$ cat src/rtl/hyperram_arbiter_if.sv
// Wishbone-classic bundle: two requester ports and the single HyperRAM wrapper port.
interface hyperram_arbiter_if;
  logic [31:2] s0_adr_i;
  logic [31:0] s0_dat_i;
  logic [31:0] s0_dat_o;
  logic        s0_we_i;
  logic [3:0]  s0_sel_i;
  logic        s0_stb_i;
  logic        s0_cyc_i;
  logic        s0_ack_o;

  logic [31:2] s1_adr_i;
  logic [31:0] s1_dat_i;
  logic [31:0] s1_dat_o;
  logic        s1_we_i;
  logic [3:0]  s1_sel_i;
  logic        s1_stb_i;
  logic        s1_cyc_i;
  logic        s1_ack_o;

  logic [31:2] m_adr_o;
  logic [31:0] m_dat_o;
  logic [31:0] m_dat_i;
  logic        m_we_o;
  logic [3:0]  m_sel_o;
  logic        m_stb_o;
  logic        m_cyc_o;
  logic        m_ack_i;

  // Arbiter side: slave to both requesters, master to the wrapper.
  modport slave (
    input  s0_adr_i, s0_dat_i, s0_we_i, s0_sel_i, s0_stb_i, s0_cyc_i,
    output s0_dat_o, s0_ack_o,
    input  s1_adr_i, s1_dat_i, s1_we_i, s1_sel_i, s1_stb_i, s1_cyc_i,
    output s1_dat_o, s1_ack_o,
    output m_adr_o, m_dat_o, m_we_o, m_sel_o, m_stb_o, m_cyc_o,
    input  m_dat_i, m_ack_i
  );

  // Environment side: the requesters and the wrapper.
  modport master (
    output s0_adr_i, s0_dat_i, s0_we_i, s0_sel_i, s0_stb_i, s0_cyc_i,
    input  s0_dat_o, s0_ack_o,
    output s1_adr_i, s1_dat_i, s1_we_i, s1_sel_i, s1_stb_i, s1_cyc_i,
    input  s1_dat_o, s1_ack_o,
    input  m_adr_o, m_dat_o, m_we_o, m_sel_o, m_stb_o, m_cyc_o,
    output m_dat_i, m_ack_i
  );
endinterface

$ cat src/rtl/hyperram_arbiter.sv
// Two-port Wishbone-classic arbiter in front of the HyperRAM wrapper.
// Fixed priority with a port-1 starvation limit, or round-robin.
module hyperram_arbiter #(
  parameter int unsigned ROUND_ROBIN = 1,
  parameter int unsigned MAX_CONSEC  = 4
) (
  input  logic              clk,
  input  logic              reset,
  hyperram_arbiter_if.slave bus,
  output logic              busy_o,
  output logic              grant_o
);
  localparam int unsigned CONSEC_W = (MAX_CONSEC < 2) ? 1 : $clog2(MAX_CONSEC + 1);
  localparam logic [CONSEC_W-1:0] CONSEC_MAX = CONSEC_W'(MAX_CONSEC);

  typedef enum logic {IDLE = 1'b0, BUSY = 1'b1} state_t;

  state_t              state;
  logic                last_grant;
  logic                aborted;
  logic [CONSEC_W-1:0] consec;
  logic                req0;
  logic                req1;
  logic                pick;
  logic                win_cyc;

  assign req0    = bus.s0_stb_i & bus.s0_cyc_i;
  assign req1    = bus.s1_stb_i & bus.s1_cyc_i;
  assign win_cyc = grant_o ? bus.s1_cyc_i : bus.s0_cyc_i;

  // Winner selection; a lone requester always wins.
  always_comb begin
    pick = req1;
    if (req0 && req1) begin
      if (ROUND_ROBIN != 0) pick = ~last_grant;
      else                  pick = (MAX_CONSEC != 0) && (consec == CONSEC_MAX);
    end
  end

  always_ff @(posedge clk or posedge reset) begin
    if (reset) begin
      state       <= IDLE;
      bus.m_adr_o <= '0;
      bus.m_dat_o <= '0;
      bus.m_we_o  <= 1'b0;
      bus.m_sel_o <= '0;
      bus.m_stb_o <= 1'b0;
      bus.m_cyc_o <= 1'b0;
      busy_o      <= 1'b0;
      grant_o     <= 1'b0;
      last_grant  <= 1'b1;
      consec      <= '0;
      aborted     <= 1'b0;
    end else begin
      case (state)
        IDLE: begin
          if (req0 || req1) begin
            state       <= BUSY;
            bus.m_adr_o <= pick ? bus.s1_adr_i : bus.s0_adr_i;
            bus.m_dat_o <= pick ? bus.s1_dat_i : bus.s0_dat_i;
            bus.m_we_o  <= pick ? bus.s1_we_i  : bus.s0_we_i;
            bus.m_sel_o <= pick ? bus.s1_sel_i : bus.s0_sel_i;
            bus.m_stb_o <= 1'b1;
            bus.m_cyc_o <= 1'b1;
            busy_o      <= 1'b1;
            grant_o     <= pick;
            last_grant  <= pick;
            // Count port-0 wins only while port 1 is left waiting.
            if (!pick && req1) begin
              if (consec != CONSEC_MAX) consec <= consec + CONSEC_W'(1);
            end else begin
              consec <= '0;
            end
          end
        end
        BUSY: begin
          // The wrapper cannot cancel, so an abort only swallows the ack.
          if (bus.m_ack_i) begin
            state       <= IDLE;
            bus.m_stb_o <= 1'b0;
            bus.m_cyc_o <= 1'b0;
            busy_o      <= 1'b0;
            aborted     <= 1'b0;
          end else if (!win_cyc) begin
            aborted <= 1'b1;
          end
        end
      endcase
    end
  end

  assign bus.s0_ack_o = (state == BUSY) && !grant_o && bus.m_ack_i && !aborted;
  assign bus.s1_ack_o = (state == BUSY) &&  grant_o && bus.m_ack_i && !aborted;
  assign bus.s0_dat_o = bus.m_dat_i;
  assign bus.s1_dat_o = bus.m_dat_i;
endmodule

$ cat src/flat_wrapper.sv
// flat-port wrapper written by rule: the top's interface ports become plain ports
module hyperram_arbiter_flat 
#(
  parameter int unsigned ROUND_ROBIN = 1,
  parameter int unsigned MAX_CONSEC  = 4
)
  (clk, reset, busy_o, grant_o, bus_s0_adr_i, bus_s0_dat_i, bus_s0_we_i, bus_s0_sel_i, bus_s0_stb_i, bus_s0_cyc_i, bus_s0_dat_o, bus_s0_ack_o, bus_s1_adr_i, bus_s1_dat_i, bus_s1_we_i, bus_s1_sel_i, bus_s1_stb_i, bus_s1_cyc_i, bus_s1_dat_o, bus_s1_ack_o, bus_m_adr_o, bus_m_dat_o, bus_m_we_o, bus_m_sel_o, bus_m_stb_o, bus_m_cyc_o, bus_m_dat_i, bus_m_ack_i);
  hyperram_arbiter_if bus_i ();
  input  logic clk;
  input  logic reset;
  output logic busy_o;
  output logic grant_o;
  input wire logic [$bits(bus_i.s0_adr_i)-1:0] bus_s0_adr_i;
  input wire logic [$bits(bus_i.s0_dat_i)-1:0] bus_s0_dat_i;
  input wire logic [$bits(bus_i.s0_we_i)-1:0] bus_s0_we_i;
  input wire logic [$bits(bus_i.s0_sel_i)-1:0] bus_s0_sel_i;
  input wire logic [$bits(bus_i.s0_stb_i)-1:0] bus_s0_stb_i;
  input wire logic [$bits(bus_i.s0_cyc_i)-1:0] bus_s0_cyc_i;
  output wire logic [$bits(bus_i.s0_dat_o)-1:0] bus_s0_dat_o;
  output wire logic [$bits(bus_i.s0_ack_o)-1:0] bus_s0_ack_o;
  input wire logic [$bits(bus_i.s1_adr_i)-1:0] bus_s1_adr_i;
  input wire logic [$bits(bus_i.s1_dat_i)-1:0] bus_s1_dat_i;
  input wire logic [$bits(bus_i.s1_we_i)-1:0] bus_s1_we_i;
  input wire logic [$bits(bus_i.s1_sel_i)-1:0] bus_s1_sel_i;
  input wire logic [$bits(bus_i.s1_stb_i)-1:0] bus_s1_stb_i;
  input wire logic [$bits(bus_i.s1_cyc_i)-1:0] bus_s1_cyc_i;
  output wire logic [$bits(bus_i.s1_dat_o)-1:0] bus_s1_dat_o;
  output wire logic [$bits(bus_i.s1_ack_o)-1:0] bus_s1_ack_o;
  output wire logic [$bits(bus_i.m_adr_o)-1:0] bus_m_adr_o;
  output wire logic [$bits(bus_i.m_dat_o)-1:0] bus_m_dat_o;
  output wire logic [$bits(bus_i.m_we_o)-1:0] bus_m_we_o;
  output wire logic [$bits(bus_i.m_sel_o)-1:0] bus_m_sel_o;
  output wire logic [$bits(bus_i.m_stb_o)-1:0] bus_m_stb_o;
  output wire logic [$bits(bus_i.m_cyc_o)-1:0] bus_m_cyc_o;
  input wire logic [$bits(bus_i.m_dat_i)-1:0] bus_m_dat_i;
  input wire logic [$bits(bus_i.m_ack_i)-1:0] bus_m_ack_i;
  assign bus_i.s0_adr_i = bus_s0_adr_i;
  assign bus_i.s0_dat_i = bus_s0_dat_i;
  assign bus_i.s0_we_i = bus_s0_we_i;
  assign bus_i.s0_sel_i = bus_s0_sel_i;
  assign bus_i.s0_stb_i = bus_s0_stb_i;
  assign bus_i.s0_cyc_i = bus_s0_cyc_i;
  assign bus_s0_dat_o = bus_i.s0_dat_o;
  assign bus_s0_ack_o = bus_i.s0_ack_o;
  assign bus_i.s1_adr_i = bus_s1_adr_i;
  assign bus_i.s1_dat_i = bus_s1_dat_i;
  assign bus_i.s1_we_i = bus_s1_we_i;
  assign bus_i.s1_sel_i = bus_s1_sel_i;
  assign bus_i.s1_stb_i = bus_s1_stb_i;
  assign bus_i.s1_cyc_i = bus_s1_cyc_i;
  assign bus_s1_dat_o = bus_i.s1_dat_o;
  assign bus_s1_ack_o = bus_i.s1_ack_o;
  assign bus_m_adr_o = bus_i.m_adr_o;
  assign bus_m_dat_o = bus_i.m_dat_o;
  assign bus_m_we_o = bus_i.m_we_o;
  assign bus_m_sel_o = bus_i.m_sel_o;
  assign bus_m_stb_o = bus_i.m_stb_o;
  assign bus_m_cyc_o = bus_i.m_cyc_o;
  assign bus_i.m_dat_i = bus_m_dat_i;
  assign bus_i.m_ack_i = bus_m_ack_i;
  hyperram_arbiter #(.ROUND_ROBIN(ROUND_ROBIN), .MAX_CONSEC(MAX_CONSEC)) u_core (.clk(clk), .reset(reset), .bus(bus_i), .busy_o(busy_o), .grant_o(grant_o));
endmodule
$ cat config.mk
export PLATFORM = sky130hd
export DESIGN_NAME = hyperram_arbiter_flat
export DESIGN_NICKNAME = d
export VERILOG_FILES = /design/src/rtl/hyperram_arbiter_if.sv /design/src/rtl/hyperram_arbiter.sv /design/src/flat_wrapper.sv
export SDC_FILE = /design/constraint.sdc
export NUM_CORES = 1
export LEC_CHECK = 0
export BUFFER_PORTS_ARGS = -buffer_cell sky130_fd_sc_hd__clkbuf_2
export CAP_MARGIN = 10
export CORE_MARGIN = 2
export CORE_UTILIZATION = 28
export DETAILED_ROUTE_END_ITERATION = 10
export GPL_TIMING_DRIVEN = 0
export PLACE_DENSITY = 0.67
export RECOVER_POWER = 25
export SLEW_MARGIN = 40
export SYNTH_ARGS = -nofsm -noshare
export SYNTH_HDL_FRONTEND = slang
export SYNTH_SLANG_ARGS = --single-unit
$ cat constraint.sdc
create_clock -name clk -period 5.2 [get_ports clk]
set_input_delay 0.78 -clock clk [delete_from_list [all_inputs] [get_ports clk]]
set_output_delay 0.78 -clock clk [all_outputs]
set_load 0.02 [all_outputs]
Word-level counts from Yosys, hierarchy flattened. Cells that the tools add are included.

Register bits after elaboration: 72. Input bits: 173. Output and inout port bits: 137.

Eq/ne operators: 3. Muxes and demuxes: 14. Bitwise gates (word level): 4. Reductions and logical operators: 13.

Operator list (count): 2-to-1 mux 32 bit (1); 2-to-1 mux 30 bit (1); 2-to-1 mux 1 bit (9); logical AND 1 bit (7); AND reduction 2 bit (3); 2-to-1 mux 4 bit (1); != test 2 bit, second input constant (2); case mux 1 bit (2 select lines) (2); AND 1 bit (2); zero test 1 bit (2); != test 2 x 1 -> 1 bit, second input constant (1); inverter 1 bit (2); logical OR 1 bit (1).

Logic depth before layout (Yosys ltp).
Depth in word-level cells: 4. Mapped depth: 6. Mapped depth without buffers: 3.

Least setup slack after synthesis. OpenSTA, ideal clock, no wires.

Path kind: input-to-output. From: input port bus_m_ack_i. To: output port bus_s0_ack_o. Arrival time: 1.325 ns. Data required time: 4.420 ns. Setup slack: 3.095 ns. Cell stages on the path: 2. Cell sequence: nand2_1 -> nor3_1.

Cells in the longest elaborated chain, start to end: 2.

RTL lines: from (decl) (line flat_wrapper.sv:36) `input wire logic [$bits(bus_i.m_ack_i)-1:0] bus_m_ack_i;`; logical AND 1 bit (2 in series) (line hyperram_arbiter.sv:92) `assign bus.s0_ack_o = (state == BUSY) && !grant_o && bus.m_ack_i && !aborted;`; to (decl) (line flat_wrapper.sv:20) `output wire logic [$bits(bus_i.s0_ack_o)-1:0] bus_s0_ack_o;`.

No other way between the ends.

Final worst setup path.
From: register u_core.state. To: output port bus_s0_ack_o.

Cells in the longest elaborated chain, start to end: 3.

RTL lines: from (decl) (line hyperram_arbiter.sv:18) `state_t state;`; from (signal assigned) (line hyperram_arbiter.sv:42) `state <= IDLE;`; from (signal assigned) (line hyperram_arbiter.sv:58) `state <= BUSY;`; from (signal assigned) (line hyperram_arbiter.sv:79) `state <= IDLE;`; logical AND 1 bit (3 in series) (line hyperram_arbiter.sv:92).

No other way between the ends.

==> impl_metrics.toml <==
[status]
outcome = "completed"

[setup_path]
r2r_start = "u_core.last_grant"
worst-setup-path-type = "reg -> out"
worst_ep_arrival_time_ns = 1.65
endpoint_of_the_worst_slack_reg_to_reg_timing_path = "u_core.bus.m_adr_o[18]"
setup.worst_path.start = "u_core.state"
critical_path_end_type = "primary output"
worst-r2r-cell-count = 5
crit_required_ns = 4.42
reg2reg_setup_slack_ns = 3.48
timing.critical_path.to = "bus_s0_ack_o"
setup.worst_path.start_class = "flip-flop"
timing.critical_path.fanout_max = 10

[yosys]
yosys.area_share.xor_xnor_pct = 0
postSynthCellCount = 410
yosysUniqueCellTypes = 24
mappedNetlistNets = 583
seq_area_frac_synth_pct = 42.33
fraction_of_the_mapped_netlist_area_in_compound_gates_pct = 37.90
synthDominantCellAreaShare_pct = 41.72
cell_types_with_the_largest_area_share_after_synthesis = "sky130_fd_sc_hd__dfrtp_1, sky130_fd_sc_hd__a2bb2oi_1, sky130_fd_sc_hd__buf_4"
yosys.area_share.simple_pct = 1.175
synth_top_family_by_area = "compound AO/OA/AOI/OAI gates"
netlist_area_mm2 = 0.004259
synthesized_area_per_cell_um2 = 10.39
synth_mux_area_share_pct = 0.4700
synth.ff_latch_count = 72
synth.yosys.warnings = 0
synth_largest_area_cell = "sky130_fd_sc_hd__dfrtp_1"
synth-adder-area-share_pct = 0

[sta]
timing.slew.headroom_pct = 6.199
timing.final.max_slew_violations = 0
clock_skews_ns = 0.007922
final_critical_path_setup_slack_ns = 2.767
finalCriticalPeriod_ns = 2.433
fin_crit_sh_pct = 46.79
worstMarginPinSlew_ns = 1.399
report.final.hold_viol_count = 0
setup-violations-final = 0
fmax_mhz = 411.0
setup_tns_ns = 0
rsz_0062_raised_after_global_routing = "false"

[cells_and_area]
fraction_of_layout_cells_with_a_size_suffix_above_1_pct = 55.82
area_growth_pct = 45.51
layout.nets = 872
antennaDiodeCount = 0
fillerInstances = 1533

[die]
total_die_area_mm2 = 0.01621
initial_core_util_pct = 28.33
top_level_ports = 310
floorplan.die.width_um = 127.3
num_rows = 45
die_h_um = 127.3
fp.coreArea_mm2 = 0.01503

[cts]
tritoncts_clock_tree = "done"
postCtsResizedCells = 0
cts_root_buf = "sky130_fd_sc_hd__clkbuf_16"
cts_num_sinks = 72
cts-buffers-inserted = 9
clkTransAtPathRegs_ns = 0.06
cts_hold_buffers = 0
clock_tree.htree_level_count = 3
cts_max_path_buffers = 2
clkLatencyLatePin_ns = 0.34
post_cts.repair.setup_buffers = 0

[global_route]
grt_antenna_before_repair = 0
vias_in_the_first_global_route = 4621
largest_net_degree_at_the_start_of_global_routing = 46
track_usage_pct = 19.17
global_route.overflow_total = 0
grt_first_pass_wirelength_um = 23980

[run]
maxCapViolCount = 0

[placement]
global_placer_s_final_weighted_congestion = 0.7797
place.port_buffers = 277
place.detailed.hpwl_um = 12160
worst_slack_after_detailed_placement_ns = 2.960

[worst_hold_path]
min-delay-path-class = "reg -> reg"

[routing]
dr_total_vias = 4538
remaining_antenna_violation_count_after_routing = 0
detail_route.drc_violations = 0
total_length_of_routed_wires_um = 15990
routedWlPerCell_um = 17.93
number_of_search_and_repair_iterations_in_the_first_detailed_routing_pass = 6
drt-initial-drc-count = 146
detail_route.vias_per_cell = 5.087

[power_and_ir_drop]
power.density_cell_area_mw_per_mm2 = 362.9
leakage_nw = 2.993
ir_drop_mv = 0.1521
total_power_w = 0.002249
## where the power goes
part	total (W)	switching [W]	internal [W]
Sequential	0.000788	0.0000883	0.000700
Clock	0.000624	0.000238	0.000386
Combinational	0.000837	0.000484	0.000353
## cells by family (layout without fill, tap and decap cells)
group,Yosys count,after routing
buffers and inverters,119,413
multiplexers,2,2
AO/OA/AOI/OAI,208,208
AND/OR/NAND/NOR,9,9
flip-flops,72,72
## sequential cells by signal, summed over array words and instances (netlist names)
register	cells
u_core.state	1
u_core.bus.m_we_o	1
u_core.bus.m_stb_o	1
u_core.aborted	1
u_core.bus.m_dat_o	32
u_core.bus.m_sel_o	4
u_core.grant_o	1
u_core.bus.m_adr_o	30
u_core.last_grant	1
## cells in the final DEF, fill, tap and decap left out
cell type and n:
sky130_fd_sc_hd__bufinv_16 1, sky130_fd_sc_hd__buf_4 72, sky130_fd_sc_hd__o21ai_0 67, sky130_fd_sc_hd__o21a_1 1, sky130_fd_sc_hd__nand3_2 1, sky130_fd_sc_hd__buf_2 14, sky130_fd_sc_hd__a21oi_1 2, sky130_fd_sc_hd__clkbuf_1 27
sky130_fd_sc_hd__dfrtp_1 71, sky130_fd_sc_hd__nor2_2 1, sky130_fd_sc_hd__a2bb2oi_1 67, sky130_fd_sc_hd__o22ai_1 1, sky130_fd_sc_hd__clkbuf_16 9, sky130_fd_sc_hd__and3_1 1, sky130_fd_sc_hd__clkbuf_2 277, sky130_fd_sc_hd__buf_16 1
sky130_fd_sc_hd__buf_6 5, sky130_fd_sc_hd__mux2i_1 2, sky130_fd_sc_hd__nand2_1 3, sky130_fd_sc_hd__a311oi_2 8, sky130_fd_sc_hd__inv_1 1, sky130_fd_sc_hd__clkbuf_8 1, sky130_fd_sc_hd__nor3_1 2, sky130_fd_sc_hd__o21ai_1 2
sky130_fd_sc_hd__clkinvlp_2 1, sky130_fd_sc_hd__a311oi_1 59, sky130_fd_sc_hd__and2_1 1, sky130_fd_sc_hd__dfstp_2 1, sky130_fd_sc_hd__a22oi_4 1, sky130_fd_sc_hd__buf_1 4
## area by class of cell
type,count,area [µm²],share of cell area [%]
clock buffer,15,257.7,4.159
sequential,72,1803,29.09
clock inverter,1,30.03,0.4846
multi-input combinational,219,1684,27.18
buffer,117,764.5,12.34
timing repair buffer,278,1414,22.81
inverter,2,8.758,0.1413
tap,188,235.2,3.796
## routing by layer
layer  track usage, %  part of all wire (%)  up-vias
met5                0                     0        -
met4            6.076                   1.8        0
met3            4.941                   7.4       26
met2            32.93                    50      212
met1            23.58                    41     2170
li1                 -                     -     2130
## critical path, cell delays in order, from the launching register on
cell and delay [ns]:
sky130_fd_sc_hd__dfrtp_1 0.36, sky130_fd_sc_hd__buf_1 0.42, sky130_fd_sc_hd__nand2_1 0.16, sky130_fd_sc_hd__nor3_1 0.17, sky130_fd_sc_hd__clkbuf_2 0.20
## stage by stage
stage | util [%] | instances | instance area [µm²] | hold WS [ns]
final | 41.22 | 892 | 6197 | 0.5127
after floorplan | - | 410 | 4259 | 0.4764
after global placement | 39.12 | 875 | 5881 | 0.4934
after detailed placement | 39.33 | 876 | 5913 | 0.4991
after CTS | 41.25 | 892 | 6201 | 0.3920
after global routing | 41.22 | 892 | 6197 | 0.5498
## synth_stat cells
cell and count:
sky130_fd_sc_hd__a22oi_4 1, sky130_fd_sc_hd__and3_1 1, sky130_fd_sc_hd__mux2i_1 2, sky130_fd_sc_hd__o21ai_1 2
sky130_fd_sc_hd__o22ai_1 1, sky130_fd_sc_hd__dfrtp_1 71, sky130_fd_sc_hd__buf_6 5, sky130_fd_sc_hd__buf_4 72
sky130_fd_sc_hd__dfstp_2 1, sky130_fd_sc_hd__inv_1 2, sky130_fd_sc_hd__nand2_1 3, sky130_fd_sc_hd__clkbuf_1 22
sky130_fd_sc_hd__buf_1 4, sky130_fd_sc_hd__a2bb2oi_1 67, sky130_fd_sc_hd__a311oi_2 8, sky130_fd_sc_hd__nor2_2 1
sky130_fd_sc_hd__nand3_2 1, sky130_fd_sc_hd__a21oi_1 2, sky130_fd_sc_hd__nor3_1 2, sky130_fd_sc_hd__o21a_1 1
sky130_fd_sc_hd__a311oi_1 59, sky130_fd_sc_hd__buf_2 14, sky130_fd_sc_hd__o21ai_0 67, sky130_fd_sc_hd__and2_1 1
## worst min path at each step
stage,from,end,slack (ns),cells past startpoint
2_1_floorplan,u_core.last_grant,u_core.last_grant,0.48,2
3_3_place_gp,u_core.last_grant,u_core.last_grant,0.49,2
3_5_place_dp,u_core.last_grant,u_core.last_grant,0.50,2
4_1_cts,reset,u_core.bus.m_dat_o[17],0.39,2
5_1_grt,u_core.last_grant,u_core.last_grant,0.55,2
6_report,u_core.last_grant,u_core.last_grant,0.51,2
Power figures use the tool's default switching activity.
